[src/rtl/spi_reg_pkg.sv]
// Shared types and bit positions for the SPI command decoder / register bank.
package spi_reg_pkg;

   typedef enum logic [1:0] {
      IDLE = 2'd0,
      CMD  = 2'd1,
      WR   = 2'd2,
      RD   = 2'd3
   } state_t;

   localparam int STAT_OK_BIT = 0;

   // Read/write flag sits in the MSB of the command word.
   function automatic int rw_bit(input int bit_width);
      return bit_width - 1;
   endfunction

   function automatic int stat_err_bit(input int bit_width);
      return bit_width - 1;
   endfunction

   function automatic logic in_range(input int addr, input int reg_num);
      return (addr < reg_num);
   endfunction

endpackage

[src/rtl/spi_reg_bridge_if.sv]
// Word-level handshake between the SPI slave receiver and the register bridge.
interface spi_reg_bridge_if #(
   parameter int BIT_WIDTH = 8
);
   logic                 nss;
   logic                 done;
   logic [BIT_WIDTH-1:0] rdata;
   logic [BIT_WIDTH-1:0] wdata;

   modport slave (input nss, input done, input rdata, output wdata);
   modport master (output nss, output done, output rdata, input wdata);
endinterface

[src/rtl/spi_reg_file.sv]
// Register bank: reg 0 is a read-only ID, out-of-range reads return zero and
// illegal writes are dropped; bad-access flags are reported combinationally.
module spi_reg_file
   import spi_reg_pkg::*;
#(
   parameter int                   BIT_WIDTH = 8,
   parameter int                   REG_NUM   = 16,
   parameter logic [BIT_WIDTH-1:0] DEV_ID    = 8'h5A
) (
   input  logic                         clk,
   input  logic                         rst_n,
   input  logic                         we_i,
   input  logic [BIT_WIDTH-2:0]         waddr_i,
   input  logic [BIT_WIDTH-1:0]         wdata_i,
   input  logic [BIT_WIDTH-2:0]         raddr_i,
   output logic [BIT_WIDTH-1:0]         rdata_o,
   output logic                         wr_bad_o,
   output logic                         rd_bad_o,
   output logic [REG_NUM*BIT_WIDTH-1:0] reg_q_o
);
   localparam int AW = BIT_WIDTH - 1;

   logic [BIT_WIDTH-1:0] regs_q [1:REG_NUM-1];
   logic                 wr_ok_s;

   assign wr_bad_o = (waddr_i == {AW{1'b0}}) || !in_range(int'(waddr_i), REG_NUM);
   assign rd_bad_o = !in_range(int'(raddr_i), REG_NUM);
   assign wr_ok_s  = we_i && !wr_bad_o;

   // writable registers 1..REG_NUM-1
   always_ff @(posedge clk or negedge rst_n) begin
      if (!rst_n) begin
         for (int i = 1; i < REG_NUM; i++) regs_q[i] <= {BIT_WIDTH{1'b0}};
      end else if (wr_ok_s) begin
         for (int i = 1; i < REG_NUM; i++) begin
            if (waddr_i == AW'(i)) regs_q[i] <= wdata_i;
         end
      end
   end

   // read mux; unmatched (out-of-range) addresses fall through to zero
   always_comb begin
      rdata_o = {BIT_WIDTH{1'b0}};
      if (raddr_i == {AW{1'b0}}) begin
         rdata_o = DEV_ID;
      end else begin
         for (int i = 1; i < REG_NUM; i++) begin
            if (raddr_i == AW'(i)) rdata_o = regs_q[i];
         end
      end
   end

   // flattened export of the bank
   always_comb begin
      reg_q_o = {(REG_NUM*BIT_WIDTH){1'b0}};
      reg_q_o[0 +: BIT_WIDTH] = DEV_ID;
      for (int i = 1; i < REG_NUM; i++) reg_q_o[i*BIT_WIDTH +: BIT_WIDTH] = regs_q[i];
   end

endmodule

[src/rtl/spi_reg_bridge.sv]
// Turns SPI frames (command word + data words) into auto-incrementing burst
// reads/writes of the register bank and supplies the next MISO word.
module spi_reg_bridge
   import spi_reg_pkg::*;
#(
   parameter int                   BIT_WIDTH = 8,
   parameter int                   REG_NUM   = 16,
   parameter logic [BIT_WIDTH-1:0] DEV_ID    = 8'h5A
) (
   input  logic                         clk,
   input  logic                         rst_n,
   spi_reg_bridge_if.slave              bus,
   output logic [REG_NUM*BIT_WIDTH-1:0] reg_q,
   output logic                         wr_stb,
   output logic [BIT_WIDTH-2:0]         wr_addr,
   output logic                         err
);
   localparam int AW           = BIT_WIDTH - 1;
   localparam int RW_BIT       = rw_bit(BIT_WIDTH);
   localparam int STAT_ERR_BIT = stat_err_bit(BIT_WIDTH);

   state_t               state_q, state_d;
   logic                 nss_s1_q, nss_s2_q, nss_prev_q;
   logic [AW-1:0]        ptr_q, ptr_d;
   logic                 sticky_q, sticky_d;
   logic [BIT_WIDTH-1:0] wdata_q, wdata_d;
   logic                 wr_stb_q, wr_stb_d;
   logic [AW-1:0]        wr_addr_q, wr_addr_d;
   logic                 err_q, err_d;

   logic                 nss_fall_s;
   logic                 we_s;
   logic [AW-1:0]        raddr_s;
   logic [AW-1:0]        cmd_addr_s;
   logic [BIT_WIDTH-1:0] rd_data_s;
   logic                 wr_bad_s, rd_bad_s;

   function automatic logic [BIT_WIDTH-1:0] status_word(input logic sticky);
      logic [BIT_WIDTH-1:0] w;
      w               = {BIT_WIDTH{1'b0}};
      w[STAT_OK_BIT]  = 1'b1;
      w[STAT_ERR_BIT] = sticky;
      return w;
   endfunction

   function automatic logic [AW-1:0] ptr_inc(input logic [AW-1:0] p);
      return (p == AW'(REG_NUM - 1)) ? {AW{1'b0}} : p + AW'(1);
   endfunction

   assign nss_fall_s = nss_prev_q && !nss_s2_q;
   assign cmd_addr_s = bus.rdata[AW-1:0];

   spi_reg_file #(
      .BIT_WIDTH (BIT_WIDTH),
      .REG_NUM   (REG_NUM),
      .DEV_ID    (DEV_ID)
   ) u_file (
      .clk      (clk),
      .rst_n    (rst_n),
      .we_i     (we_s),
      .waddr_i  (ptr_q),
      .wdata_i  (bus.rdata),
      .raddr_i  (raddr_s),
      .rdata_o  (rd_data_s),
      .wr_bad_o (wr_bad_s),
      .rd_bad_o (rd_bad_s),
      .reg_q_o  (reg_q)
   );

   // synchroniser, FSM state and all registered outputs
   always_ff @(posedge clk or negedge rst_n) begin
      if (!rst_n) begin
         nss_s1_q   <= 1'b1;
         nss_s2_q   <= 1'b1;
         nss_prev_q <= 1'b1;
         state_q    <= IDLE;
         ptr_q      <= {AW{1'b0}};
         sticky_q   <= 1'b0;
         wdata_q    <= status_word(1'b0);
         wr_stb_q   <= 1'b0;
         wr_addr_q  <= {AW{1'b0}};
         err_q      <= 1'b0;
      end else begin
         nss_s1_q   <= bus.nss;
         nss_s2_q   <= nss_s1_q;
         nss_prev_q <= nss_s2_q;
         state_q    <= state_d;
         ptr_q      <= ptr_d;
         sticky_q   <= sticky_d;
         wdata_q    <= wdata_d;
         wr_stb_q   <= wr_stb_d;
         wr_addr_q  <= wr_addr_d;
         err_q      <= err_d;
      end
   end

   // next-state, pointer and status decode
   always_comb begin
      state_d   = state_q;
      ptr_d     = ptr_q;
      sticky_d  = sticky_q;
      wdata_d   = wdata_q;
      wr_stb_d  = 1'b0;
      wr_addr_d = wr_addr_q;
      err_d     = 1'b0;
      we_s      = 1'b0;
      raddr_s   = ptr_q;

      case (state_q)
         IDLE: begin
            if (nss_fall_s) state_d = CMD;
            else            state_d = IDLE;
         end
         CMD: begin
            if (bus.done) begin
               ptr_d    = cmd_addr_s;
               sticky_d = 1'b0;
               if (bus.rdata[RW_BIT]) begin
                  raddr_s = cmd_addr_s;
                  wdata_d = rd_data_s;
                  ptr_d   = ptr_inc(cmd_addr_s);
                  state_d = RD;
                  if (rd_bad_s) begin
                     err_d    = 1'b1;
                     sticky_d = 1'b1;
                  end else begin
                     err_d = 1'b0;
                  end
               end else begin
                  state_d = WR;
               end
            end else begin
               state_d = CMD;
            end
         end
         WR: begin
            if (bus.done) begin
               we_s  = 1'b1;
               ptr_d = ptr_inc(ptr_q);
               if (wr_bad_s) begin
                  err_d    = 1'b1;
                  sticky_d = 1'b1;
               end else begin
                  wr_stb_d  = 1'b1;
                  wr_addr_d = ptr_q;
               end
            end else begin
               state_d = WR;
            end
         end
         RD: begin
            if (bus.done) begin
               wdata_d = rd_data_s;
               ptr_d   = ptr_inc(ptr_q);
               if (rd_bad_s) begin
                  err_d    = 1'b1;
                  sticky_d = 1'b1;
               end else begin
                  err_d = 1'b0;
               end
            end else begin
               state_d = RD;
            end
         end
         default: state_d = IDLE;
      endcase

      // a word completing together with NSS release is still serviced above
      if (nss_s2_q) state_d = IDLE;
      else          state_d = state_d;

      if (state_d != RD) wdata_d = status_word(sticky_d);
      else               wdata_d = wdata_d;
   end

   assign bus.wdata = wdata_q;
   assign wr_stb    = wr_stb_q;
   assign wr_addr   = wr_addr_q;
   assign err       = err_q;

endmodule

[src/flat_wrapper.sv]
// flat-port wrapper written by rule: the top's interface ports become plain ports
module spi_reg_bridge_flat import spi_reg_pkg::*;
#(
   parameter int                   BIT_WIDTH = 8,
   parameter int                   REG_NUM   = 16,
   parameter logic [BIT_WIDTH-1:0] DEV_ID    = 8'h5A
)
  (clk, rst_n, reg_q, wr_stb, wr_addr, err, bus_nss, bus_done, bus_rdata, bus_wdata);
  spi_reg_bridge_if #(.BIT_WIDTH(BIT_WIDTH)) bus_i ();
  input  logic clk;
  input  logic rst_n;
  output logic [REG_NUM*BIT_WIDTH-1:0] reg_q;
  output logic wr_stb;
  output logic [BIT_WIDTH-2:0] wr_addr;
  output logic err;
  input wire logic [$bits(bus_i.nss)-1:0] bus_nss;
  input wire logic [$bits(bus_i.done)-1:0] bus_done;
  input wire logic [$bits(bus_i.rdata)-1:0] bus_rdata;
  output wire logic [$bits(bus_i.wdata)-1:0] bus_wdata;
  assign bus_i.nss = bus_nss;
  assign bus_i.done = bus_done;
  assign bus_i.rdata = bus_rdata;
  assign bus_wdata = bus_i.wdata;
  spi_reg_bridge #(.BIT_WIDTH(BIT_WIDTH), .REG_NUM(REG_NUM), .DEV_ID(DEV_ID)) u_core (.clk(clk), .rst_n(rst_n), .bus(bus_i), .reg_q(reg_q), .wr_stb(wr_stb), .wr_addr(wr_addr), .err(err));
endmodule
[config.mk]
export PLATFORM = sky130hd
export DESIGN_NAME = spi_reg_bridge_flat
export DESIGN_NICKNAME = d
export VERILOG_FILES = /design/src/rtl/spi_reg_pkg.sv /design/src/rtl/spi_reg_bridge_if.sv /design/src/rtl/spi_reg_file.sv /design/src/rtl/spi_reg_bridge.sv /design/src/flat_wrapper.sv
export SDC_FILE = /design/constraint.sdc
export NUM_CORES = 1
export LEC_CHECK = 0
export BUFFER_PORTS_ARGS = -buffer_cell sky130_fd_sc_hd__buf_4
export CORE_AREA = 5 5 177 179
export CTS_CLUSTER_SIZE = 16
export DETAILED_ROUTE_END_ITERATION = 6
export DIE_AREA = 0 0 182 184
export PLACE_DENSITY = 0.5
export SLEW_MARGIN = 25
export SYNTH_ARGS = -nofsm -noshare
export SYNTH_HDL_FRONTEND = slang
export SYNTH_HIERARCHICAL = 1
export SYNTH_SLANG_ARGS = --single-unit
export TNS_END_PERCENT = 5
[constraint.sdc]
create_clock -name clk -period 2.6 [get_ports clk]
set_input_delay 0.26 -clock clk [delete_from_list [all_inputs] [get_ports clk]]
set_output_delay 0.26 -clock clk [all_outputs]
set_load 0.03 [all_outputs]
==> flow_metrics.env, run 1 <==
export IMPL_status="finished, violations left"
export IMPL_violations="setup timing"
export IMPL_synth_area_leaders="dfrtp_1, mux2_2, mux2i_1"
export IMPL_startpoint_type="register"
export IMPL_finalSetupTns_ns=-0.153
export IMPL_drc=0
export IMPL_hold_depth=3
export IMPL_cts_tree="done"
export IMPL_path_clk_slew_ns=0.06
export IMPL_async_flop_share_pct=100
export IMPL_drtIter0Drc=461
export IMPL_design_power_total_w=0.00822
export IMPL_core_area_um2=29400
export IMPL_slowest_delay_ns=0.38
export IMPL_grt_usage_pct=17.5
export IMPL_netSwitchingPower_w=0.00289
export IMPL_diodes=0
export IMPL_synthSimpleGateAreaFrac_pct=11.2
export IMPL_slowest_stage="mux2_4"
export IMPL_crit_chain="and3b_2, nand2_8, mux2_4, buf_12, buf_4, and2_1, a32oi_2, and4_1, o22ai_1, mux2i_1, mux2i_1"
export IMPL_reg2regPathDepth=11
export IMPL_synth_mux_area_share_pct=24.0
export IMPL_grt_overflow_total=0
export IMPL_nNetsFinal=901
export IMPL_worstSetupEndpointType="register"
export IMPL_dp_hpwl_um=22100
export IMPL_synth_top_area_share_pct=46.5
export IMPL_synthCells=678
export IMPL_grt_max_degree=57
export IMPL_synth_compound_area_share_pct=11.7
export IMPL_hold_end="u_core/err$_DFF_PN0_"
export IMPL_holdCritPathClass="primary input to register"
export IMPL_fp_dieH_um=184
export IMPL_yosys_warnings=6
export IMPL_cp_required_ns=2.89
export IMPL_wire_per_inst_um=22.9
export IMPL_power_frac_comb_pct=34.7
export IMPL_ys_flop_type="dfrtp_1"
export IMPL_crit_reg2reg_launch="u_core/state_q[1]$_DFF_PN0_"
export IMPL_reg2reg_to="u_core/bus.wdata[7]$_DFFE_PN0P_"
export IMPL_clkLatencyLatePin_ns=0.43
export IMPL_synth_xor_area_share_pct=0.446
export IMPL_via_per_inst=5.04
export IMPL_layout_min_cycle_time_ns=2.67
export IMPL_clockRootBuffer="clkbuf_16"
export IMPL_dieArea_um2=33500
export IMPL_clk_path_buf_depth=2
export IMPL_io_pins=157
export IMPL_swShare_pct=35.2
export IMPL_synth_edff_count=0
export IMPL_hold_ws_ns=0.232
export IMPL_pwr_share_clk_pct=31.8
export IMPL_start_util_pct=26.7
export IMPL_worst_slack_ns=-0.0744
export IMPL_p_int_w=0.00532
export IMPL_ir_drop_uv=464
export IMPL_place_gp_congestion=0.901
export IMPL_rows=63
export IMPL_synth_top_family_by_area="multiplexers"
export IMPL_synthAdderAreaFrac_pct=0.319
export IMPL_grt_setup_unrepaired="yes"
export IMPL_cts_buffers=17
export IMPL_yosysSeqAreaShare_pct=47.8
export IMPL_drtAntennaViolNets=0
export IMPL_cts_htree_levels=4
export IMPL_hold_start="bus_done"
export IMPL_rrSetupSlack_ns=-0.07
export IMPL_die_width_um=182
export IMPL_fillerInstances=2949
export IMPL_antenna_found_initial=0
export IMPL_setup_viol=5
export IMPL_drive_gt1_share_pct=49.9
export IMPL_tightest_slew_ns=0.799
export IMPL_grt_pass1_vias=6526
export IMPL_syn_area_per_cell_um2=11.6
export IMPL_grt_pass1_wl_um=44100
export IMPL_path_common_cell="mux2i_1"
export IMPL_p_leak_nw=5.15
export IMPL_min_period_over_period_pct=103
export IMPL_cts_num_sinks=150
export IMPL_fmax_mhz=374
export IMPL_drv_slew=0
export IMPL_io_buffer_count=148
export IMPL_synth_most_common_cell="dfrtp_1"
export IMPL_path_max_fanout=12
export IMPL_netlist_area_um2=7860
export IMPL_worst_ep_arrival_time_ns=2.96
export IMPL_crit_type="register to register"
export IMPL_synth_commonest_cells="dfrtp_1, mux2_2, nand2_1, a21oi_1, mux2i_1"
export IMPL_drv_cap=0
export IMPL_relSlewSlack_pct=46.4
export IMPL_routed_wl_um=29500
export IMPL_dr_pass1_iters=5
export IMPL_vias=6491
export IMPL_power_density_nw_per_um2=769
export IMPL_fin_skew_ns=0.0134
export IMPL_synth_area_leader_cell="dfrtp_1"
export IMPL_startpoint="u_core/state_q[1]$_DFF_PN0_"
export IMPL_hold_violations=0
export IMPL_synth_distinct_cells=73
export IMPL_area_delta_synth_final_pct=36.0
export IMPL_ys_ff_latch=150
export IMPL_power_frac_seq_pct=33.5
==> cell usage in the layout, fill, tap and decap left out, types with 7 or more instances in the layout <==
cell,Yosys,routed
buf_4,15,224
dfrtp_1,146,146
mux2_2,126,119
nand2_1,48,46
a21oi_1,27,25
mux2i_1,23,23
nor2_1,21,19
o21ai_0,19,18
clkbuf_16,0,17
mux2_4,8,16
nor2b_1,17,16
o22ai_1,13,12
nand3_1,11,11
nand2_2,10,10
a211oi_1,10,9
and2_1,9,8
a22oi_1,9,8
mux2_1,8,8
conb_1,2,8
nand2b_1,7,7
==> registers in the layout, summed over array words and instances, names as in the netlist <==
name / count
u_core/state_q: 2
u_core/wr_stb: 1
u_core/nss_s2_q: 1
u_core/nss_prev_q: 1
u_core/sticky_q: 1
u_core/wr_addr: 7
u_core/nss_s1_q: 1
u_core/err: 1
u_core/bus.wdata: 8
u_core/u_file/reg_q_o: 120
u_core/ptr_q: 7
==> power by group through the flow <==
stage / combinational, W / sequential [W] / clock, W
floorplan: 0.00120 / 0.00309 / 0
global placement: 0.00269 / 0.00280 / 0
detailed placement: 0.00271 / 0.00280 / 0
CTS: 0.00281 / 0.00276 / 0.00267
global route: 0.00305 / 0.00279 / 0.00276
finish: 0.00285 / 0.00276 / 0.00261
==> how the worst max path moves through the flow <==
stage,to,slack (ns),cells past startpoint
after floorplan,u_core/bus.wdata[5]$_DFFE_PN0P_,0.0009,13
after global placement,u_core/bus.wdata[1]$_DFFE_PN0P_,-0.17,13
after detailed placement,u_core/bus.wdata[1]$_DFFE_PN0P_,-0.16,11
after CTS,u_core/bus.wdata[5]$_DFFE_PN0P_,-0.03,12
after global routing,u_core/bus.wdata[5]$_DFFE_PN0P_,-0.18,12
final,u_core/bus.wdata[7]$_DFFE_PN0P_,-0.07,11
==> area by class of cell <==
| class | instances | area [µm²] | area share, % |
|---|---|---|---|
| Multi-Input combinational cell | 473 | 3930 | 36.7 |
| Sequential cell | 150 | 3760 | 35.2 |
| Clock buffer | 21 | 460 | 4.31 |
| Timing Repair Buffer | 237 | 1880 | 17.6 |
| Tap cell | 390 | 488 | 4.57 |
| Clock inverter | 10 | 144 | 1.35 |
| Inverter | 8 | 30.0 | 0.281 |
==> cell families after synthesis <==
family,Yosys count
simple gates,162
mux,166
flops,150
other cells,2
compound gates,130
buf+inv,62
fa+ha+maj,2
xor+xnor,4
==> critical path: cells and delay by family (launching register included) <==
family                 cells  cell delay, ns
AO/OA/AOI/OAI              2            0.35
buffers and inverters      2            0.33
flip-flops                 1            0.37
multiplexers               3            0.59
AND/OR/NAND/NOR            4            0.87
==> per-layer routing <==
metal | global-route usage [%] | part of all wire (%) | up-vias
li1 | - | - | 2896
met3 | 3.24 | 5.2 | 26
met4 | 4.35 | 1.6 | 0
met2 | 27.2 | 46 | 245
met1 | 25.2 | 47 | 3324
met5 | 0 | 0 | -
==> metrics by stage <==
stage	util (%)	cells	setup slack, ns	instance area (µm²)
6_report	36.3	1289	-0.0744	10700
5_1_grt	36.3	1289	-0.179	10700
4_1_cts	36.1	1287	-0.0301	10600
3_5_place_dp	33.6	1251	-0.159	9870
3_3_place_gp	33.6	1251	-0.172	9870
2_1_floorplan	-	684	0.000939	7890
==> repair_timing <==
action	in CTS	in global routing
hold buffers	2	0
setup endpoints to repair	6	8
pin swaps	10	13
setup buffers	2	2
resized for setup	25	13
cloned	1	0
hold endpoints to repair	42	0
Note: power is estimated with default switching activity, not from simulation.
==> run 2: changes to the inputs <==
REMOVE_ABC_BUFFERS = 1   (was unset)
==> run 2 against run 1 <==
Net effect:
- the flow still finishes with violations (setup timing)
- clock power grew 5%
- clock skew fell by 0.0034 ns
- critical path type unchanged
- utilization up 0.75 points
- sequential cell count is the same
- clock-buffer cell count is 1 lower
- sequential share of layout area decreased by 0.71 points
- sequential power hardly changed
- critical path depth rose by 1
- non-clock buffer count grew 19
- first-iteration DRC count decreased by 7.8%
- design area grew 2.1%
- combinational power grew 8.1%
==> flow_metrics.env, run 2 (synthesis gave the netlist of run 1 again) <==
export IMPL_status="finished, violations left"
export IMPL_violations="setup timing"
export IMPL_vias=6544
export IMPL_fp_dieH_um=184
export IMPL_dr_pass1_iters=6
export IMPL_slowest_delay_ns=0.37
export IMPL_setup_viol=5
export IMPL_grt_max_degree=63
export IMPL_cp_top_family="simple AND/OR/NAND/NOR gates"
export IMPL_clk_path_buf_depth=2
export IMPL_cts_tree="done"
export IMPL_grt_usage_pct=17.8
export IMPL_diodes=0
export IMPL_dp_hpwl_um=22300
export IMPL_largest_register_ffs=120
export IMPL_hold_end="u_core/err$_DFF_PN0_"
export IMPL_drv_slew=0
export IMPL_crit_reg2reg_launch="u_core/state_q[0]$_DFF_PN0_"
export IMPL_slowest_stage="dfrtp_1"
export IMPL_tightest_slew_ns=0.775
export IMPL_fmax_mhz=369
export IMPL_die_width_um=182
export IMPL_hold_depth=3
export IMPL_cts_htree_levels=4
export IMPL_worst_ep_arrival_time_ns=3.06
export IMPL_grt_pass1_wl_um=44700
export IMPL_hold_start="bus_done"
export IMPL_fillerInstances=2921
export IMPL_area_delta_synth_final_pct=38.8
export IMPL_start_util_pct=26.7
export IMPL_grt_pass1_vias=6547
export IMPL_rows=63
export IMPL_cts_num_sinks=150
export IMPL_path_common_cell="a21oi_1"
export IMPL_multi_input_area_um2=3960
export IMPL_min_period_over_period_pct=104
export IMPL_path_max_fanout=10
export IMPL_final_cell_mix="buf_4, dfrtp_1, mux2_2"
export IMPL_nNetsFinal=919
export IMPL_power_density_nw_per_um2=786
export IMPL_grt_setup_unrepaired="yes"
export IMPL_hold_violations=0
export IMPL_drtAntennaViolNets=0
export IMPL_wire_per_inst_um=23.1
export IMPL_worstSetupEndpointType="register"
export IMPL_core_area_um2=29400
export IMPL_fin_skew_ns=0.0100
export IMPL_dieArea_um2=33500
export IMPL_rrSetupSlack_ns=-0.11
export IMPL_crit_type="register to register"
export IMPL_final_seq_area_um2=3760
export IMPL_path_clk_slew_ns=0.06
export IMPL_p_leak_nw=5.24
export IMPL_relSlewSlack_pct=48.0
export IMPL_clkLatencyLatePin_ns=0.44
export IMPL_antenna_found_initial=0
export IMPL_place_gp_congestion=0.931
export IMPL_drive_gt1_share_pct=52.1
export IMPL_path_buf_inv=2
export IMPL_reg2regPathDepth=12
export IMPL_reg2reg_to="u_core/bus.wdata[5]$_DFFE_PN0P_"
export IMPL_layout_min_cycle_time_ns=2.71
export IMPL_drc=0
export IMPL_io_pins=157
export IMPL_holdCritPathClass="primary input to register"
export IMPL_drtIter0Drc=425
export IMPL_cts_buffers=17
export IMPL_ir_drop_uv=477
export IMPL_hold_ws_ns=0.242
export IMPL_drv_cap=0
export IMPL_finalSetupTns_ns=-0.369
export IMPL_via_per_inst=5.00
export IMPL_final_common_cell="buf_4"
export IMPL_io_buffer_count=148
export IMPL_grt_overflow_total=0
export IMPL_worst_slack_ns=-0.107
export IMPL_cp_required_ns=2.95
export IMPL_crit_chain="and3b_2, nand2_4, mux2_2, nor3_4, buf_4, nand2_1, buf_4, a21oi_1, a21oi_1, a222oi_1, nand2_1, a21oi_1"
export IMPL_routed_wl_um=30200
export IMPL_startpoint_type="register"
export IMPL_clockRootBuffer="clkbuf_16"
run 2: worst min-delay path, stage by stage:
cell and delay [ns]:
buf_4 0.09, buf_4 0.15, and2_1 0.14
run 2: final cells by class:
class / instances / share of cell area (%)
inverter: 8 / 0.275
clock inverter: 12 / 1.84
tap: 390 / 4.47
timing repair buffer: 256 / 18.6
clock buffer: 20 / 4.00
multi-input combinational: 472 / 36.3
sequential: 150 / 34.5
run 2: how the worst max path moves through the flow:
| stage | startpoint | end | slack, ns | cells past startpoint |
|---|---|---|---|---|
| 6_report | u_core/state_q[0]$_DFF_PN0_ | u_core/bus.wdata[5]$_DFFE_PN0P_ | -0.11 | 12 |
| 5_1_grt | u_core/state_q[0]$_DFF_PN0_ | u_core/bus.wdata[5]$_DFFE_PN0P_ | -0.19 | 11 |
| 4_1_cts | u_core/state_q[1]$_DFF_PN0_ | u_core/bus.wdata[7]$_DFFE_PN0P_ | -0.07 | 13 |
| 3_5_place_dp | u_core/state_q[1]$_DFF_PN0_ | u_core/bus.wdata[1]$_DFFE_PN0P_ | -0.59 | 12 |
| 3_3_place_gp | bus_done | u_core/bus.wdata[1]$_DFFE_PN0P_ | -0.40 | 13 |
| 2_1_floorplan | u_core/state_q[1]$_DFF_PN0_ | u_core/bus.wdata[6]$_DFFE_PN0P_ | -0.81 | 10 |
run 2: timing repair:
item                       CTS  global route
setup endpoints to repair    7             8
pin swaps                   14             5
buffers inserted             9             0
resized for setup           39            17
hold endpoints to repair    58             0
hold buffers                 2             0
run 2: metrics by stage:
stage               power, W  area (µm²)  worst slack [ns]  cells  util, %
finish               0.00857       10900            -0.107   1308     37.1
detailed placement   0.00558        9940            -0.589   1265     33.8
floorplan            0.00415        7560            -0.810    630        -
global route         0.00892       10900            -0.190   1308     37.1
global placement     0.00558        9940            -0.404   1265     33.8
CTS                  0.00856       10800           -0.0659   1308     36.9
run 2: power breakdown:
part / switching [W] / internal (W)
Combinational: 0.00174 / 0.00134
Clock: 0.00104 / 0.00170
Sequential: 0.000201 / 0.00255
run 2: metal layers:
metal / global-route usage [%] / wire (µm) / vias up
li1: - / - / 2943
met4: 4.98 / 544 / 0
met2: 28.2 / 14300 / 234
met5: 0 / 0 / -
met3: 3.26 / 1540 / 34
met1: 25.0 / 13900 / 3333
==> run 3: changes to the inputs <==
SETUP_SLACK_MARGIN = 0.1   (was unset)
==> run 3 against run 2 <==
Net effect:
- global-route usage about the same
- sequential cell count unchanged
- non-clock buffer count unchanged
- routed wire length decreased by 0.15%
- clock-buffer cell count unchanged
- cell count unchanged
- sequential power about the same
- the run still ends with setup timing left
- die area unchanged
- maximum frequency increased by 0.40%
- clock skew increased by 0.0010 ns
==> flow_metrics.env, run 3 (synthesis gave the netlist of run 1 again) <==
export IMPL_status="finished, violations left"
export IMPL_violations="setup timing"
export IMPL_fp_dieH_um=184
export IMPL_grt_usage_pct=17.8
export IMPL_holdCritPathClass="primary input to register"
export IMPL_worst_slack_ns=-0.0963
export IMPL_grt_setup_unrepaired="yes"
export IMPL_fin_skew_ns=0.0110
export IMPL_io_buffer_count=148
export IMPL_fmax_mhz=371
export IMPL_path_clk_slew_ns=0.06
export IMPL_setup_viol=4
export IMPL_hold_depth=3
export IMPL_nNetsFinal=919
export IMPL_finalSetupTns_ns=-0.261
export IMPL_reg2reg_to="u_core/bus.wdata[5]$_DFFE_PN0P_"
export IMPL_diodes=0
export IMPL_wire_per_inst_um=23.1
export IMPL_dp_cells=1265
export IMPL_start_util_pct=26.7
export IMPL_dieArea_um2=33500
export IMPL_place_ws_ns=-0.589
export IMPL_routed_wl_um=30200
export IMPL_drive_gt1_share_pct=52.7
export IMPL_grt_pass1_wl_um=44800
export IMPL_worst_ep_arrival_time_ns=3.05
export IMPL_startpoint_type="register"
export IMPL_relSlewSlack_pct=47.3
export IMPL_io_pins=157
export IMPL_drtAntennaViolNets=0
export IMPL_core_area_um2=29400
export IMPL_cts_htree_levels=4
export IMPL_min_period_over_period_pct=104
export IMPL_ir_drop_uv=478
export IMPL_final_cell_mix="buf_4, dfrtp_1, mux2_2"
export IMPL_cts_tree="done"
export IMPL_cts_buffers=17
export IMPL_hold_end="u_core/err$_DFF_PN0_"
export IMPL_area_delta_synth_final_pct=39.2
export IMPL_drc=0
export IMPL_grt_overflow_total=0
export IMPL_drv_slew=0
export IMPL_p_leak_nw=5.25
export IMPL_rrSetupSlack_ns=-0.1
export IMPL_path_max_fanout=10
export IMPL_layout_min_cycle_time_ns=2.70
export IMPL_fillerInstances=2919
export IMPL_dp_hpwl_um=22300
export IMPL_dr_pass1_iters=6
export IMPL_worstSetupEndpointType="register"
export IMPL_crit_reg2reg_launch="u_core/state_q[0]$_DFF_PN0_"
export IMPL_vias=6501
export IMPL_die_width_um=182
export IMPL_hold_ws_ns=0.244
export IMPL_drv_cap=0
export IMPL_power_density_nw_per_um2=785
export IMPL_clk_path_buf_depth=2
export IMPL_rows=63
export IMPL_clkLatencyLatePin_ns=0.44
export IMPL_hold_violations=0
export IMPL_cts_num_sinks=150
export IMPL_grt_max_degree=63
export IMPL_antenna_found_initial=0
export IMPL_via_per_inst=4.97
export IMPL_grt_pass1_vias=6551
export IMPL_tightest_slew_ns=0.785
export IMPL_crit_type="register to register"
export IMPL_reg2regPathDepth=12
export IMPL_place_gp_congestion=0.931
export IMPL_largest_register_ffs=120
export IMPL_clockRootBuffer="clkbuf_16"
export IMPL_cp_required_ns=2.96
export IMPL_final_common_cell="buf_4"
export IMPL_drtIter0Drc=470
export IMPL_hold_start="bus_done"
export IMPL_final_cells=1308
export IMPL_design_power_total_w=0.00859
[run 3: how the worst max path moves through the flow]
stage | from | to | slack, ns
detailed placement | u_core/state_q[1]$_DFF_PN0_ | u_core/bus.wdata[1]$_DFFE_PN0P_ | -0.59
CTS | u_core/state_q[1]$_DFF_PN0_ | u_core/bus.wdata[7]$_DFFE_PN0P_ | -0.07
floorplan | u_core/state_q[1]$_DFF_PN0_ | u_core/bus.wdata[6]$_DFFE_PN0P_ | -0.81
finish | u_core/state_q[0]$_DFF_PN0_ | u_core/bus.wdata[5]$_DFFE_PN0P_ | -0.1
global route | u_core/state_q[0]$_DFF_PN0_ | u_core/bus.wdata[5]$_DFFE_PN0P_ | -0.21
global placement | bus_done | u_core/bus.wdata[1]$_DFFE_PN0P_ | -0.40
[run 3: area by class of cell]
type	instances	area (µm²)	area share [%]
Clock buffer	20	437	3.99
Clock inverter	12	200	1.83
Inverter	8	30.0	0.275
Multi-Input combinational cell	472	3990	36.5
Sequential cell	150	3760	34.4
Tap cell	390	488	4.46
Timing Repair Buffer	256	2040	18.6
[run 3: timing repair]
action	CTS	global route
cloned	0	0
endpoints found under the setup margin	8	8
gates resized for setup	42	21
buffers inserted	9	0
pin swaps	15	7
hold buffers	2	0
endpoints found under the hold margin	58	0
[run 3: critical path, stage by stage, from the launching register on]
cell and delay [ns]:
dfrtp_1 0.37, and3b_2 0.22, nand2_4 0.13, mux2_2 0.38, nor3_4 0.21, buf_4 0.20
nand2_1 0.12, buf_4 0.17, a21oi_1 0.17, a21oi_1 0.07, a222oi_1 0.34, nand2_1 0.09
a21oi_1 0.14
[run 3: through the flow]
stage,utilization (%),instance area [µm²]
finish,37.2,10900
global route,37.2,10900
CTS,36.9,10800
detailed placement,33.8,9940
global placement,33.8,9940
floorplan,-,7560
[run 3: metal layers]
layer | track usage, % | wire length (µm) | part of all wire (%) | up-vias
li1 | - | - | - | 2938
met3 | 3.26 | 1640 | 5.4 | 32
met4 | 4.80 | 491 | 1.6 | 0
met2 | 28.5 | 14300 | 47 | 237
met5 | 0 | 0 | 0 | -
met1 | 25.0 | 13700 | 46 | 3294
[run 3: power by group]
part	internal, W	leakage [nW]	switching [W]	total (W)
combinational	0.00135	2.90	0.00175	0.00310
sequential	0.00255	2.05	0.000201	0.00275
clock	0.00170	0.301	0.00104	0.00275
